--- config.mk ---
export PLATFORM = sky130hd
export DESIGN_NAME = vga_pixel_fetch
export DESIGN_NICKNAME = d
export VERILOG_FILES = /design/src/rtl/vga_pixel_fetch.sv
export SDC_FILE = /design/constraint.sdc
export NUM_CORES = 1
export LEC_CHECK = 0
export BUFFER_PORTS_ARGS = -buffer_cell sky130_fd_sc_hd__buf_2
export CAP_MARGIN = 20
export CORE_ASPECT_RATIO = 1.25
export CORE_UTILIZATION = 40
export DETAILED_ROUTE_END_ITERATION = 10
export PLACE_DENSITY_LB_ADDON = 0.25
export SYNTH_ARGS = -nofsm -noshare
export SYNTH_HDL_FRONTEND = slang
export SYNTH_SLANG_ARGS = --single-unit
--- constraint.sdc ---
create_clock -name clk -period 2.35 [get_ports clk]
set_input_delay 0.705 -clock clk [delete_from_list [all_inputs] [get_ports clk]]
set_output_delay 0.705 -clock clk [all_outputs]
set_load 0.02 [all_outputs]
--- src/rtl/vga_pixel_fetch.sv ---
// VGA pixel fetch: counts -> framebuffer address -> RGB332 expand -> DAC, all outputs aligned at t+3.
// Optional front/back buffer swap at vblank start is enabled by defining VGA_FETCH_DOUBLE_BUFFER_EN.
module vga_pixel_fetch #(
  parameter int ADDR_W   = 18,
  parameter int FB_WORDS = 76800
) (
  input  logic              clk,
  input  logic              reset,
  input  logic [9:0]        hcount,
  input  logic [9:0]        vcount,
  input  logic              bright,
  input  logic              hsync_in,
  input  logic              vsync_in,
  output logic [ADDR_W-1:0] mem_addr,
  input  logic [7:0]        mem_data,
  input  logic              swap_req,
  output logic              swap_ack,
  output logic              back_buf,
  output logic [7:0]        vga_r,
  output logic [7:0]        vga_g,
  output logic [7:0]        vga_b,
  output logic              vga_hsync,
  output logic              vga_vsync,
  output logic              vga_blank_n
);

  logic              front_buf;
  logic [8:0]        pix_x;
  logic [8:0]        pix_y;
  logic [ADDR_W-1:0] base;
  logic [ADDR_W-1:0] addr_nxt;
  logic              bright_d1;
  logic              bright_d2;
  logic              hsync_d1;
  logic              vsync_d1;
  logic [7:0]        r_exp;
  logic [7:0]        g_exp;
  logic [7:0]        b_exp;

  assign pix_x = hcount[9:1];
  assign pix_y = vcount[9:1];
  assign base  = front_buf ? ADDR_W'(FB_WORDS) : '0;

  // y*320 as two shifts; fits ADDR_W for every count the timing generator produces
  assign addr_nxt = base + (ADDR_W'(pix_y) << 8) + (ADDR_W'(pix_y) << 6) + ADDR_W'(pix_x);

  assign r_exp = {mem_data[7:5], mem_data[7:5], mem_data[7:6]};
  assign g_exp = {mem_data[4:2], mem_data[4:2], mem_data[4:3]};
  assign b_exp = {4{mem_data[1:0]}};

  always_ff @(posedge clk or posedge reset) begin
    if (reset) begin
      mem_addr    <= '0;
      bright_d1   <= 1'b0;
      bright_d2   <= 1'b0;
      hsync_d1    <= 1'b1;
      vsync_d1    <= 1'b1;
      vga_hsync   <= 1'b1;
      vga_vsync   <= 1'b1;
      vga_r       <= '0;
      vga_g       <= '0;
      vga_b       <= '0;
      vga_blank_n <= 1'b0;
    end else begin
      mem_addr    <= addr_nxt;
      bright_d1   <= bright;
      bright_d2   <= bright_d1;
      // syncs already lag the counts by one, so two stages land them at t+3
      hsync_d1    <= hsync_in;
      vsync_d1    <= vsync_in;
      vga_hsync   <= hsync_d1;
      vga_vsync   <= vsync_d1;
      vga_r       <= bright_d2 ? r_exp : '0;
      vga_g       <= bright_d2 ? g_exp : '0;
      vga_b       <= bright_d2 ? b_exp : '0;
      vga_blank_n <= bright_d2;
    end
  end

`ifdef VGA_FETCH_DOUBLE_BUFFER_EN
  // state   | meaning
  // IDLE    | no swap requested
  // PENDING | swap requested, waiting for vblank start (hcount==0, vcount==480)
  typedef enum logic {IDLE, PENDING} swap_state_t;

  swap_state_t state;
  swap_state_t state_nxt;
  logic        req_q;
  logic        swap_rise;
  logic        vblank_start;
  logic        front_nxt;
  logic        ack_nxt;

  assign swap_rise    = swap_req & ~req_q;
  assign vblank_start = (hcount == 10'd0) && (vcount == 10'd480);

  always_ff @(posedge clk or posedge reset) begin
    if (reset) begin
      state     <= IDLE;
      req_q     <= 1'b0;
      front_buf <= 1'b0;
      swap_ack  <= 1'b0;
    end else begin
      state     <= state_nxt;
      req_q     <= swap_req;
      front_buf <= front_nxt;
      swap_ack  <= ack_nxt;
    end
  end

  always_comb begin
    state_nxt = state;
    front_nxt = front_buf;
    ack_nxt   = 1'b0;
    case (state)
      IDLE:    if (swap_rise) state_nxt = PENDING;
      PENDING: if (vblank_start) begin
                 state_nxt = IDLE;
                 front_nxt = ~front_buf;
                 ack_nxt   = 1'b1;
               end
      default: state_nxt = IDLE;
    endcase
  end

  assign back_buf = ~front_buf;
`else
  logic [2:0] unused_in;

  assign front_buf = 1'b0;
  assign swap_ack  = 1'b0;
  assign back_buf  = 1'b0;
  assign unused_in = {swap_req, hcount[0], vcount[0]};
`endif

endmodule

# == After elaboration in Yosys (flattened, before gate mapping) ==
# Cells that the tools add are included.
# word_totals
reg_bits,49
wordCells,16
# op_classes
n_addsub,2
muxes,3
# op_table
operator,count
$mux 8,3
$add 17x15->18,1
$add 18x9->18,1

# == Longest topological paths before layout ==
# depth
ltp_word,2
mapped_depth,9
depth_no_buf,9

# == Least setup slack after synthesis ==
# OpenSTA, ideal clock, no wires.
# synth_timing
path_type,input-to-reg
start,in hcount[9]
end,reg mem_addr[16]
path_stages,9
path_slack_ps,-286
n_path_buf,0
setup_time_ps,80
t_arrival_ps,2556
path_cell_list,inv_1 -> fa_1 -> inv_1 -> ha_1 -> a21o_1 -> a2111oi_4 -> o21ai_1 -> a21oi_1 -> xnor2_1
# synth_between
elab_chain_cells,1
# synth_lines
item,line,source
"start, declared",9,"input logic [9:0] hcount,"
$add 18x9->18,45,assign addr_nxt = base + (ADDR_W'(pix_y) << 8) + (ADDR_W'(pix_y) << 6) + ADDR_W'(pix_x);
named net addr_nxt[16],31,logic [ADDR_W-1:0] addr_nxt;
"end signal, assigned",65,mem_addr <= addr_nxt;
"end, declared",14,"output logic [ADDR_W-1:0] mem_addr,"
# The timed path passes the listed nets, and every way through them passes these cells.

# == Final worst setup path ==
# Ends and elaborated chain as after synthesis.

==> key figures <==
CTS
  – CTS tree: built
  – CTS Buf Count: 5
  – Longest Clk Path Bufs: 2
  – Clk slew on worst S/H paths: 60 ps
  – # clock sinks: 33
  – Root buffer cell: clkbuf_8
  – H-tree lvl count: 2
  – Clk_lat worst skew: 280 ps

Routing
  – DRT iter0 DRCs: 26
  – Via count: 1189
  – DRT Wirelength: 2.97 mm
  – Vias/cell: 4.74
  – Drt wl/cell: 11.8 µm
  – Pre-antenna DRT Iters: 9
  – DRC Markers: 8
  – Detail Route Antenna Nets: 0

Place
  – DP HPWL: 2.44 mm
  – Port-buffer cells: 75
  – Gpl congestion: 0.819
  – Place WS: -519 ps

STA
  – Slew Viols, Final: 0
  – Fin. Hold Viols: 0
  – Unrepaired setup endpoints after global routing: yes
  – Tmin final: 2470 ps
  – Clock Skew: 1.80 ps
  – Final setup vio count: 2
  – Fmax: 405 MHz
  – Worst setup margin: -121 ps
  – Tcrit/Tclk final: 105%

Outcome
  – Failing checks: DRC, setup timing
  – Status: finished with violations

Global routing
  – First-pass GRT wire length: 4.84 mm
  – Number of global-route vias before repair: 1179
  – Largest net degree at the start of global routing: 26
  – Initial antenna violation count: 0
  – Tot GR Track Use: 15.5%
  – Total gr overflow: 0

Final layout
  – Fin nets: 263
  – Most frequent cells in the layout: buf_2 (72), dfrtp_1 (29), buf_4 (21)
  – Fillcell total: 338
  – Antenna Cells: 0
  – Most common cell after layout, fill and taps aside: buf_2
  – Area Growth Syn to Fin: 41.4%
  – Layout cell share with drive strength beyond 1: 56.9%

Synthesis
  – Avg Inst Size Synth: 12.6 µm²
  – Yosys reg bits: 33
  – Distinct cells, synth: 28
  – Sequential area share after synthesis: 53.1%
  – Post-synth ARST share: 100%
  – Number of synthesized flops with an enable pin: 0
  – Primary FF master, synth: dfrtp_1
  – Mapped Cells: 124
  – Synth warn: 0
  – Cell area after synthesis: 1570 µm²

Pwr
  – Flop pwr share: 37.8%
  – Largest vdd supply drop: 300 µV
  – Clock power share: 35.5%
  – P per Cell Area: 780 nW/µm²
  – Combinational Power Share: 26.6%
  – Lkg Pwr: 1.22 nW
  – Int Power: 0.00126 W
  – PnR Total Power: 0.00173 W
  – Sw frac: 27.0%
  – NetSw: 0.000467 W

Die
  – Io pins: 81
  – DIE WIDTH: 58.0 µm
  – Die H: 71.9 µm
  – Die area: 4170 µm²
  – Initial Utilization: 41.7%
  – Core ar.: 3750 µm²
  – Rows: 25

Critical path
  – Crit path max fanout: 3
  – CP Capture Type: register
  – Critical Path RT: 2550 ps
  – Reg2Reg Depth: 1
  – WP data arrival: 2670 ps
  – Critical Path Start Type: primary input
  – WS Path Type: in2reg

Job
  – Max cap viols: 0

Worst hold path
  – Hold Path Depth: 0
  – Worst Hold Class: reg2reg
## power groups by stage
stage / clock, W / sequential [W] / combinational, W
finish: 0.000613 / 0.000653 / 0.000460
global route: 0.000659 / 0.000659 / 0.000501
CTS: 0.000631 / 0.000655 / 0.000454
detailed placement: 0 / 0.000666 / 0.000442
global placement: 0 / 0.000662 / 0.000429
floorplan: 0 / 0.000747 / 0.000195
## kinds of logic after synthesis
kind of cell | after synthesis | synth area share (%)
and+or+nand+nor | 22 | 8.47
other | 1 | 0.240
adders and majority gates | 19 | 16.1
xor gates and xnor gates | 7 | 3.92
AOI/OAI and AO/OA | 15 | 7.35
DFF | 33 | 53.1
buffers and inverters | 27 | 10.8
## repair_timing
action,in CTS,in global routing
pin swaps,9,10
endpoints found under the hold margin,0,0
buffers inserted,1,0
resized for setup,6,7
hold buffers,0,0
setup endpoints to repair,6,6
## routing by layer
metal / track usage, % / part of all wire [%] / up-vias
met1: 13.8 / 31 / 551
met5: 0 / 0 / -
met3: 3.57 / 7.5 / 10
met2: 30.7 / 58 / 70
li1: - / - / 558
met4: 8.73 / 3.2 / 0
## through the flow
stage / area, µm² / TNS (ps) / util (%) / std cells / hold slack [ps]
2_1_floorplan: 1580 / -586 / - / 125 / 331
4_1_cts: 2180 / -380 / 58.1 / 251 / 351
6_report: 2210 / -170 / 59.0 / 251 / 348
3_5_place_dp: 2020 / -2720 / 53.8 / 242 / 336
5_1_grt: 2210 / -292 / 59.0 / 251 / 359
3_3_place_gp: 2020 / -2450 / 53.8 / 242 / 333
## synthesized netlist by cell type, drive strengths merged (4+ instances only)
master	instances	area, µm²
a21oi	6	30.0
nor2	4	15.0
dfstp	4	105
dfrtp	29	726
inv	9	33.8
xnor2	5	43.8
and2	9	56.3
ha	17	213
buf	18	135
## sequential cells by signal, summed over array words and instances (netlist names)
name and flops:
vga_blank_n 1, vga_g 3, mem_addr 18, vga_vsync 1, hsync_d1 1, vsync_d1 1
vga_r 3, bright_d2 1, bright_d1 1, vga_b 2, vga_hsync 1
## critical path: stages
cell	delay [ps]
buf_8	80
inv_8	20
fa_1	560
inv_2	50
ha_4	200
a21o_1	190
a2111oi_4	360
o21ai_1	150
a21oi_1	190
xnor2_1	130
## final timing paths
kind	slack, ps	start	to
max	-120	hcount[9]	mem_addr[16]$_DFF_PP0_
min	350	bright_d1$_DFF_PP0_	bright_d2$_DFF_PP0_
max reg2reg	1620	bright_d2$_DFF_PP0_	vga_r[5]$_DFF_PP0_
min reg2reg	350	bright_d1$_DFF_PP0_	bright_d2$_DFF_PP0_
max in group asynchronous	1330	reset	vga_vsync$_DFF_PP1_
min in group asynchronous	360	reset	mem_addr[17]$_DFF_PP0_
## cell type report
cell class	count	area (µm²)	area share (%)
repair buffers	96	556	25.1
well taps	40	50.0	2.26
clock buffers	5	68.8	3.11
clock inverters	3	65.1	2.94
inverters	9	41.3	1.87
flip-flops and latches	33	831	37.5
multi-input cells	65	602	27.2
(Power assumes the default switching activity.)
